## src/rtl/outc_sw_alloc.sv

```systemverilog
// Output-port switch allocator and link output register.
// Arbitrates the five input channels with round-robin priority, holds the
// output for the winning channel until its tail flit is accepted (wormhole
// lock), and registers the accepted flit onto the link.
//
// state  | meaning
// -------+----------------------------------------------------------
// IDLE   | output free; arbitrate among eligible requests, no grants
// ACTIVE | output locked to owner; grant follows nrdy[ovch_lk]
module outc_sw_alloc #(
   parameter int PORTID   = 0,
   parameter int ROUTERID = 0,
   parameter int DATAW    = 31,
   parameter int PORTW    = 2,
   parameter int VCH      = 1,
   parameter int VCHW     = 0,
   parameter int TYPE_MSB = 31,
   parameter int TYPE_LSB = 30,
   parameter logic [TYPE_MSB-TYPE_LSB:0] TYPE_TAIL     = 2'd2,
   parameter logic [TYPE_MSB-TYPE_LSB:0] TYPE_HEADTAIL = 2'd3
) (
   input  logic             clk,
   input  logic             rst_,
   input  logic             req_0,
   input  logic             req_1,
   input  logic             req_2,
   input  logic             req_3,
   input  logic             req_4,
   input  logic [PORTW:0]   port_0,
   input  logic [PORTW:0]   port_1,
   input  logic [PORTW:0]   port_2,
   input  logic [PORTW:0]   port_3,
   input  logic [PORTW:0]   port_4,
   input  logic [DATAW:0]   idata_0,
   input  logic [DATAW:0]   idata_1,
   input  logic [DATAW:0]   idata_2,
   input  logic [DATAW:0]   idata_3,
   input  logic [DATAW:0]   idata_4,
   input  logic             ivalid_0,
   input  logic             ivalid_1,
   input  logic             ivalid_2,
   input  logic             ivalid_3,
   input  logic             ivalid_4,
   input  logic [VCHW:0]    ivch_0,
   input  logic [VCHW:0]    ivch_1,
   input  logic [VCHW:0]    ivch_2,
   input  logic [VCHW:0]    ivch_3,
   input  logic [VCHW:0]    ivch_4,
   input  logic [VCH:0]     nrdy,
   output logic             grt_0,
   output logic             grt_1,
   output logic             grt_2,
   output logic             grt_3,
   output logic             grt_4,
   output logic [DATAW:0]   odata,
   output logic             ovalid,
   output logic [VCHW:0]    ovch,
   output logic             busy
);

   typedef enum logic {IDLE = 1'b0, ACTIVE = 1'b1} state_t;

   localparam logic [PORTW:0] PORT_SEL = (PORTW+1)'(PORTID);

   state_t          state, state_nxt;
   logic [2:0]      owner, owner_nxt;
   logic [2:0]      rr_ptr, rr_ptr_nxt;
   logic [VCHW:0]   ovch_lk, ovch_lk_nxt;

   logic [4:0]      req_v, ivalid_v, elig, grt_v;
   logic [PORTW:0]  port_v  [5];
   logic [DATAW:0]  idata_v [5];
   logic [VCHW:0]   ivch_v  [5];

   logic            found;
   logic [2:0]      winner;
   logic [3:0]      scan_idx;

   logic [DATAW:0]  own_data;
   logic [VCHW:0]   own_vch;
   logic            own_valid;
   logic            own_grt;
   logic            accept;
   logic            is_tail;
   logic [TYPE_MSB-TYPE_LSB:0] own_type;

   assign req_v    = {req_4, req_3, req_2, req_1, req_0};
   assign ivalid_v = {ivalid_4, ivalid_3, ivalid_2, ivalid_1, ivalid_0};
   assign port_v[0]  = port_0;
   assign port_v[1]  = port_1;
   assign port_v[2]  = port_2;
   assign port_v[3]  = port_3;
   assign port_v[4]  = port_4;
   assign idata_v[0] = idata_0;
   assign idata_v[1] = idata_1;
   assign idata_v[2] = idata_2;
   assign idata_v[3] = idata_3;
   assign idata_v[4] = idata_4;
   assign ivch_v[0]  = ivch_0;
   assign ivch_v[1]  = ivch_1;
   assign ivch_v[2]  = ivch_2;
   assign ivch_v[3]  = ivch_3;
   assign ivch_v[4]  = ivch_4;

   // A request is eligible only when it targets this output port.
   always_comb begin
      elig = '0;
      for (int i = 0; i < 5; i++) begin
         elig[i] = req_v[i] && (port_v[i] == PORT_SEL);
      end
   end

   // Round-robin scan starting at rr_ptr, wrapping modulo 5.
   always_comb begin
      found    = 1'b0;
      winner   = '0;
      scan_idx = '0;
      for (int k = 0; k < 5; k++) begin
         scan_idx = {1'b0, rr_ptr} + 4'(k);
         if (scan_idx >= 4'd5) begin
            scan_idx = scan_idx - 4'd5;
         end
         if (!found && elig[scan_idx[2:0]]) begin
            found  = 1'b1;
            winner = scan_idx[2:0];
         end
      end
   end

   // Owner-side mux; grant depends only on state and downstream ready.
   always_comb begin
      own_data  = idata_v[owner];
      own_vch   = ivch_v[owner];
      own_valid = ivalid_v[owner];
      own_grt   = (state == ACTIVE) && nrdy[ovch_lk];
      accept    = own_grt && own_valid;
      own_type  = own_data[TYPE_MSB:TYPE_LSB];
      is_tail   = (own_type == TYPE_TAIL) || (own_type == TYPE_HEADTAIL);
      grt_v     = '0;
      grt_v[owner] = own_grt;
   end

   assign grt_0 = grt_v[0];
   assign grt_1 = grt_v[1];
   assign grt_2 = grt_v[2];
   assign grt_3 = grt_v[3];
   assign grt_4 = grt_v[4];
   assign busy  = (state == ACTIVE);

   // Next-state: lock on arbitration win, release after an accepted tail.
   always_comb begin
      state_nxt   = state;
      owner_nxt   = owner;
      rr_ptr_nxt  = rr_ptr;
      ovch_lk_nxt = ovch_lk;
      case (state)
         IDLE: begin
            if (found) begin
               owner_nxt   = winner;
               ovch_lk_nxt = ivch_v[winner];
               state_nxt   = ACTIVE;
            end
         end
         ACTIVE: begin
            if (accept && is_tail) begin
               state_nxt  = IDLE;
               rr_ptr_nxt = (owner == 3'd4) ? 3'd0 : owner + 3'd1;
            end
         end
         default: state_nxt = IDLE;
      endcase
   end

   // Control state registers.
   always_ff @(posedge clk or negedge rst_) begin
      if (!rst_) begin
         state   <= IDLE;
         owner   <= '0;
         rr_ptr  <= '0;
         ovch_lk <= '0;
      end else begin
         state   <= state_nxt;
         owner   <= owner_nxt;
         rr_ptr  <= rr_ptr_nxt;
         ovch_lk <= ovch_lk_nxt;
      end
   end

   // Link output register; zeroed whenever no flit is accepted.
   always_ff @(posedge clk or negedge rst_) begin
      if (!rst_) begin
         odata  <= '0;
         ovalid <= 1'b0;
         ovch   <= '0;
      end else if (accept) begin
         odata  <= own_data;
         ovalid <= 1'b1;
         ovch   <= own_vch;
      end else begin
         odata  <= '0;
         ovalid <= 1'b0;
         ovch   <= '0;
      end
   end

endmodule

```

## config.mk

```make
export PLATFORM = sky130hd
export DESIGN_NAME = outc_sw_alloc
export DESIGN_NICKNAME = d
export VERILOG_FILES = /design/src/rtl/outc_sw_alloc.sv
export SDC_FILE = /design/constraint.sdc
export NUM_CORES = 1
export LEC_CHECK = 0
export CAP_MARGIN = 10
export CELL_PAD_IN_SITES_DETAIL_PLACEMENT = 1
export CELL_PAD_IN_SITES_GLOBAL_PLACEMENT = 1
export CORE_MARGIN = 2
export CORE_UTILIZATION = 29
export CTS_CLUSTER_DIAMETER = 150
export DETAILED_ROUTE_END_ITERATION = 6
export GPL_TIMING_DRIVEN = 0
export PLACE_DENSITY = 0.87
export SLEW_MARGIN = 30
export SYNTH_ARGS = -nofsm -noshare
export SYNTH_HDL_FRONTEND = slang
export SYNTH_SLANG_ARGS = --single-unit
export TNS_END_PERCENT = 30
```

## constraint.sdc

```tcl
create_clock -name clk -period 5.5 [get_ports clk]
set_input_delay 0.55 -clock clk [delete_from_list [all_inputs] [get_ports clk]]
set_output_delay 0.55 -clock clk [all_outputs]
set_load 0.02 [all_outputs]
```

After elaboration in Yosys (flattened, before gate mapping) --
Index checks and enable logic that the tools add are counted.
Storage, ports and cells: bits of input ports 194, output and inout bits 40, register bits after elaboration 42, logic and storage cells 111
Operators by class: mux-type cells 47, reductions and logical operators 25, $add $sub $neg 10, equal/unequal tests 3, magnitude comparators 15, bitwise gates (word level) 4
Operators with widths (number):
- $bmux W32 S3 | 1
- $mux W32 | 3
- $mux W3 | 11
- $bmux W1 S3 | 8
- $lt A3 B4 Y1 const B | 6
- $mux W1 | 22
- $ge A4 B3 Y1 const B | 4
- $logic_not A3 Y1 | 5
- $sub A3 B3 Y3 const B | 5
- $logic_and A1 B1 Y1 | 13
- $add A3 B2 Y4 const B | 2
- $ge A4 B4 Y1 const B | 2
- $not A3 Y4 | 2
- $and A5 B5 Y5 | 1
- $add A3 B1 Y4 const B | 1
- $add A3 B3 Y4 const B | 1
- $eq A2 B2 Y1 const B | 2
- $logic_not A1 Y1 | 4
- $reduce_and A2 Y1 | 2
- $add A3 B1 Y3 const B | 1
- $demux W1 S3 | 1
- $eq A3 B3 Y1 const B | 1
- $ge A3 B1 Y1 const B | 1
- $ge A3 B3 Y1 const B | 1
- 4 further kinds | 4

Longest topological paths before layout --
word-level depth 21, mapped depth 15

Worst setup path after synthesis --
Ideal clock, no wire load.
kind register -> register, start register rr_ptr[0], end register ovch_lk, setup time 129 ps, buffers on the path 1, setup slack 2034 ps, stages on the path, launching flop included 15, arrival 3337 ps, cell sequence dfrtp_1 -> buf_6 -> inv_2 -> ha_1 -> ha_1 -> inv_2 -> o21a_4 -> and3_4 -> or4_4 -> o21a_4 -> o21ai_1 -> a32oi_1 -> a21o_2 -> a211oi_2 -> a211oi_2
Between the ends: longest elaborated chain between the ends 21, elaborated cells on any way between the ends 52
RTL lines:
- from (decl) | line 67 | logic [2:0] rr_ptr, rr_ptr_nxt;
- from (signal assigned) | line 184 | rr_ptr <= rr_ptr_nxt;
- parallel branches: the longest is 21 deep, another holds $add A3 B1 Y4
- to (signal assigned) | line 185 | ovch_lk <= ovch_lk_nxt;
- to (decl) | line 68 | logic [VCHW:0] ovch_lk, ovch_lk_nxt;
Parallel ways; which one is timed is not known. The select of a mux whose other input is x is not followed. A chain may end at the register's enable or synchronous reset.

Worst setup path in the final report --
Same ends and word-level chain as after synthesis.

==> results.md <==
* Total GRT Usage at 25.7%
* Worst VDD drop at 0.215 mV
* Post-CTS Resized at 0
* Global-route wire length before repair at 29200 um
* Clock transition at the registers of the reported paths at 60 ps
* Max frequency at 251 MHz
* Final Max Slew Viols at 0
* Routability Congestion at 0.986
* Final instance area at 6740 um^2
* Setup ws final at 1510 ps
* Critical path data required time at 5660 ps
* FF-to-FF setup slack at 1510 ps
* Register area share after synthesis at 26.1%
* Antenna Cells at 0
* DR vias at 4822
* Crit start category: flop
* Leakage at 2.64 nW
* Synth Flop Type: dfrtp_1
* CTS buffer count at 5
* Measured slew at the worst slew-check pin at 864 ps
* Clock share of power at 10.4%
* Critical R2R Capture: ovch_lk$_DFFE_PN0P_
* CTS H-Tree Depth at 2
* Clock Tree Buf Depth at 2
* Share of layout cells above drive strength 1 at 9.60%
* Final nets at 912
* Comb pwr share at 72.8%
* Buffers on Ports at 233
* Vias per cell at 5.43
* Yosys top cell by area: dfrtp_1
* Largest cells by area after synthesis: dfrtp_1, mux4_2, mux2i_1, a21oi_1, nor2_1
* Min-Delay Path Class: in -> async
* Die H at 122 um
* Fin crit share at 72.5%
* Core Region at 13700 um^2
* Layout area overhead at 67.0%
* Number of setup violations in the final report at 0
* ANT nets after route at 0
* RSZ-0062 raised after global routing: false
* Power, Total at 2.92 mW
* Part of the power in registers at 16.8%
* Final hold vios at 0
* Internal at 1.51 mW
* P_sw at 1.41 mW
* Placed cell area at 6590 um^2
* Vias in the first global route at 5275
* Post-synthesis instance total at 467
* Yosys top cell area share at 26.1%
* Worst-path maximum fanout at 11
* DRC viols at 0
* Avg Inst Size Synth at 8.64 um^2
* Placed cell count at 880
* Yosys reg bits at 42
* Finished Layout Cells at 888
* Grt ovf at 0
* Critical path class: reg -> reg
* PD cells at 434 nW/um^2
* # rows at 43
* Distinct cells, synth at 72
* Setup Buffers After CTS at 0
* Die width at 122 um
* Total Wirelength at 19200 um
* Largest net degree at the start of global routing at 43
* R2r startpoint: rr_ptr[0]$_DFFE_PN0P_
* Skew-Pair Late Insertion Delay at 290 ps
* Worst slew margin at 41.6%
* Post-Syn Nets at 672
* Setup TNS at 0 ps
* Reg2reg path depth at 14
* Number of antenna violations at the first check in global routing at 0
* Worst slack, placed at 1590 ps
* Switching Share at 48.3%
* Cell area after synthesis at 4030 um^2
* Async SR Flop Fraction at 100%
* WL/cell at 21.6 um
* Setup crit end kind: flop
* Critical Path Sink: ovch_lk$_DFFE_PN0P_
* Post-CTS Hold Buffers at 0
* Io pins at 234
* Clock Skew at 6.04 ps
* Pre-antenna DRT Iters at 5
* CTS tree: built
* Worst Path Arrival at 4150 ps
* Die area at 14900 um^2
* Yosys warning count at 0
* Post-synth EDFFs at 0
* MaxCap Viol Count at 0
* Drt initial violations at 256
* Clock root cell: clkbuf_16
* Final worst path period need at 3990 ps
* Fill count at 1632
* CP Launch Point: rr_ptr[0]$_DFFE_PN0P_
* Starting Density at 29.4%
* Outcome: finished clean
* Clock sinks at 42
* HPWL Detailed at 15900 um
## critical path, cell delays in order (launching register included)
cell	delay [ps]
dfrtp_1	550
buf_6	200
inv_2	130
ha_1	290
ha_1	430
inv_2	110
o21a_4	260
and3_4	180
or4_4	520
o21ai_1	270
nand4_1	130
a21boi_0	320
o21ai_1	190
a211oi_2	210
a211oi_2	70
## Yosys cell counts (2+ instances only)
library cell	instances
o21a_4	2
a22oi_1	2
nor2_1	60
a21o_1	2
ha_1	10
o21ai_1	5
a2111oi_0	6
o22ai_1	18
or4b_1	4
buf_6	3
xnor2_1	5
a21boi_0	5
a211oi_1	9
nor3_1	11
buf_1	6
mux2i_1	29
and3_1	7
clkbuf_1	17
a21oi_1	46
o21ai_0	19
a31oi_1	6
inv_1	18
mux4_2	15
nor2b_1	21
nor4b_1	4
o31a_1	2
dfrtp_1	42
nor4_1	3
nand2b_1	5
and2_1	2
nand2_1	20
and3_2	2
a22o_1	2
a211oi_2	3
inv_2	2
buf_2	8
mux2_2	8
nand3_1	2
or3_1	3
## power by group through the flow
stage / combinational [mW] / clock [mW] / sequential [mW]
floorplan: 1.23 / 0 / 0.596
global placement: 2.03 / 0 / 0.488
detailed placement: 2.10 / 0 / 0.495
CTS: 2.12 / 0.304 / 0.491
global route: 2.30 / 0.319 / 0.504
finish: 2.13 / 0.303 / 0.492
## cell usage in the layout, fill, tap and decap left out, types with 6 or more instances in the layout
cell type,count
o22ai_1,18
clkdlybuf4s50_1,232
nor3_1,11
a211oi_1,9
buf_1,6
and3_1,7
o21ai_0,19
dfrtp_1,42
clkbuf_1,18
nor2_1,60
inv_1,18
a2111oi_0,6
a31oi_1,6
nand2_1,20
mux2i_1,29
mux4_2,15
buf_2,8
ha_1,10
nor2b_1,21
mux2_2,8
a21oi_1,46
## logic make-up (layout without fill, tap and decap cells)
logic type | after synthesis | after routing | share of synthesized area [%]
buffers and inverters | 55 | 296 | 5.93
and+or+nand+nor | 158 | 158 | 21.3
xor gates and xnor gates | 5 | 5 | 1.09
adders and majority gates | 11 | 11 | 3.60
muxes | 53 | 53 | 18.2
AOI/OAI and AO/OA | 143 | 143 | 23.9
DFF | 42 | 42 | 26.1
## sequential cells by signal, summed over array words and instances (netlist names)
register / flops
ovalid: 1
ovch_lk: 1
owner: 3
busy: 1
odata: 32
rr_ptr: 3
ovch: 1
## through the flow
stage          utilization [%]  hold WS [ps]
3_5_place_dp              48.0           586
3_3_place_gp              48.0           573
2_1_floorplan                -           254
6_report                  49.1           243
4_1_cts                   49.1           279
5_1_grt                   49.1           285
## routing by layer
layer / track usage (%) / part of all wire (%) / vias to the layer above
met5: 0 / 0 / -
met1: 31.7 / 40 / 2413
met2: 46.2 / 52 / 177
met4: 5.46 / 1.9 / 0
met3: 5.01 / 6.2 / 25
li1: - / - / 2207
## how the worst min path moves through the flow
stage	startpoint	to	slack [ps]	cells after the start
after global placement	ovch_lk$_DFFE_PN0P_	ovch_lk$_DFFE_PN0P_	570	2
after CTS	rst_	odata[14]$_DFF_PN0_	280	1
after global routing	rst_	odata[14]$_DFF_PN0_	290	1
final	rst_	odata[14]$_DFF_PN0_	240	1
after detailed placement	rst_	odata[14]$_DFF_PN0_	590	1
after floorplan	rst_	busy$_DFF_PN0_	250	0
## final cells by class
type | count | area (um^2) | share of cell area, %
clock buffer | 7 | 143 | 2.12
multi-input combinational | 370 | 2740 | 40.7
sequential | 42 | 1050 | 15.6
clock inverter | 1 | 5.00 | 0.0743
buffer | 34 | 160 | 2.38
inverter | 21 | 78.8 | 1.17
timing repair buffer | 233 | 2330 | 34.6
tap | 180 | 225 | 3.34
Power figures use the tool's default switching activity.
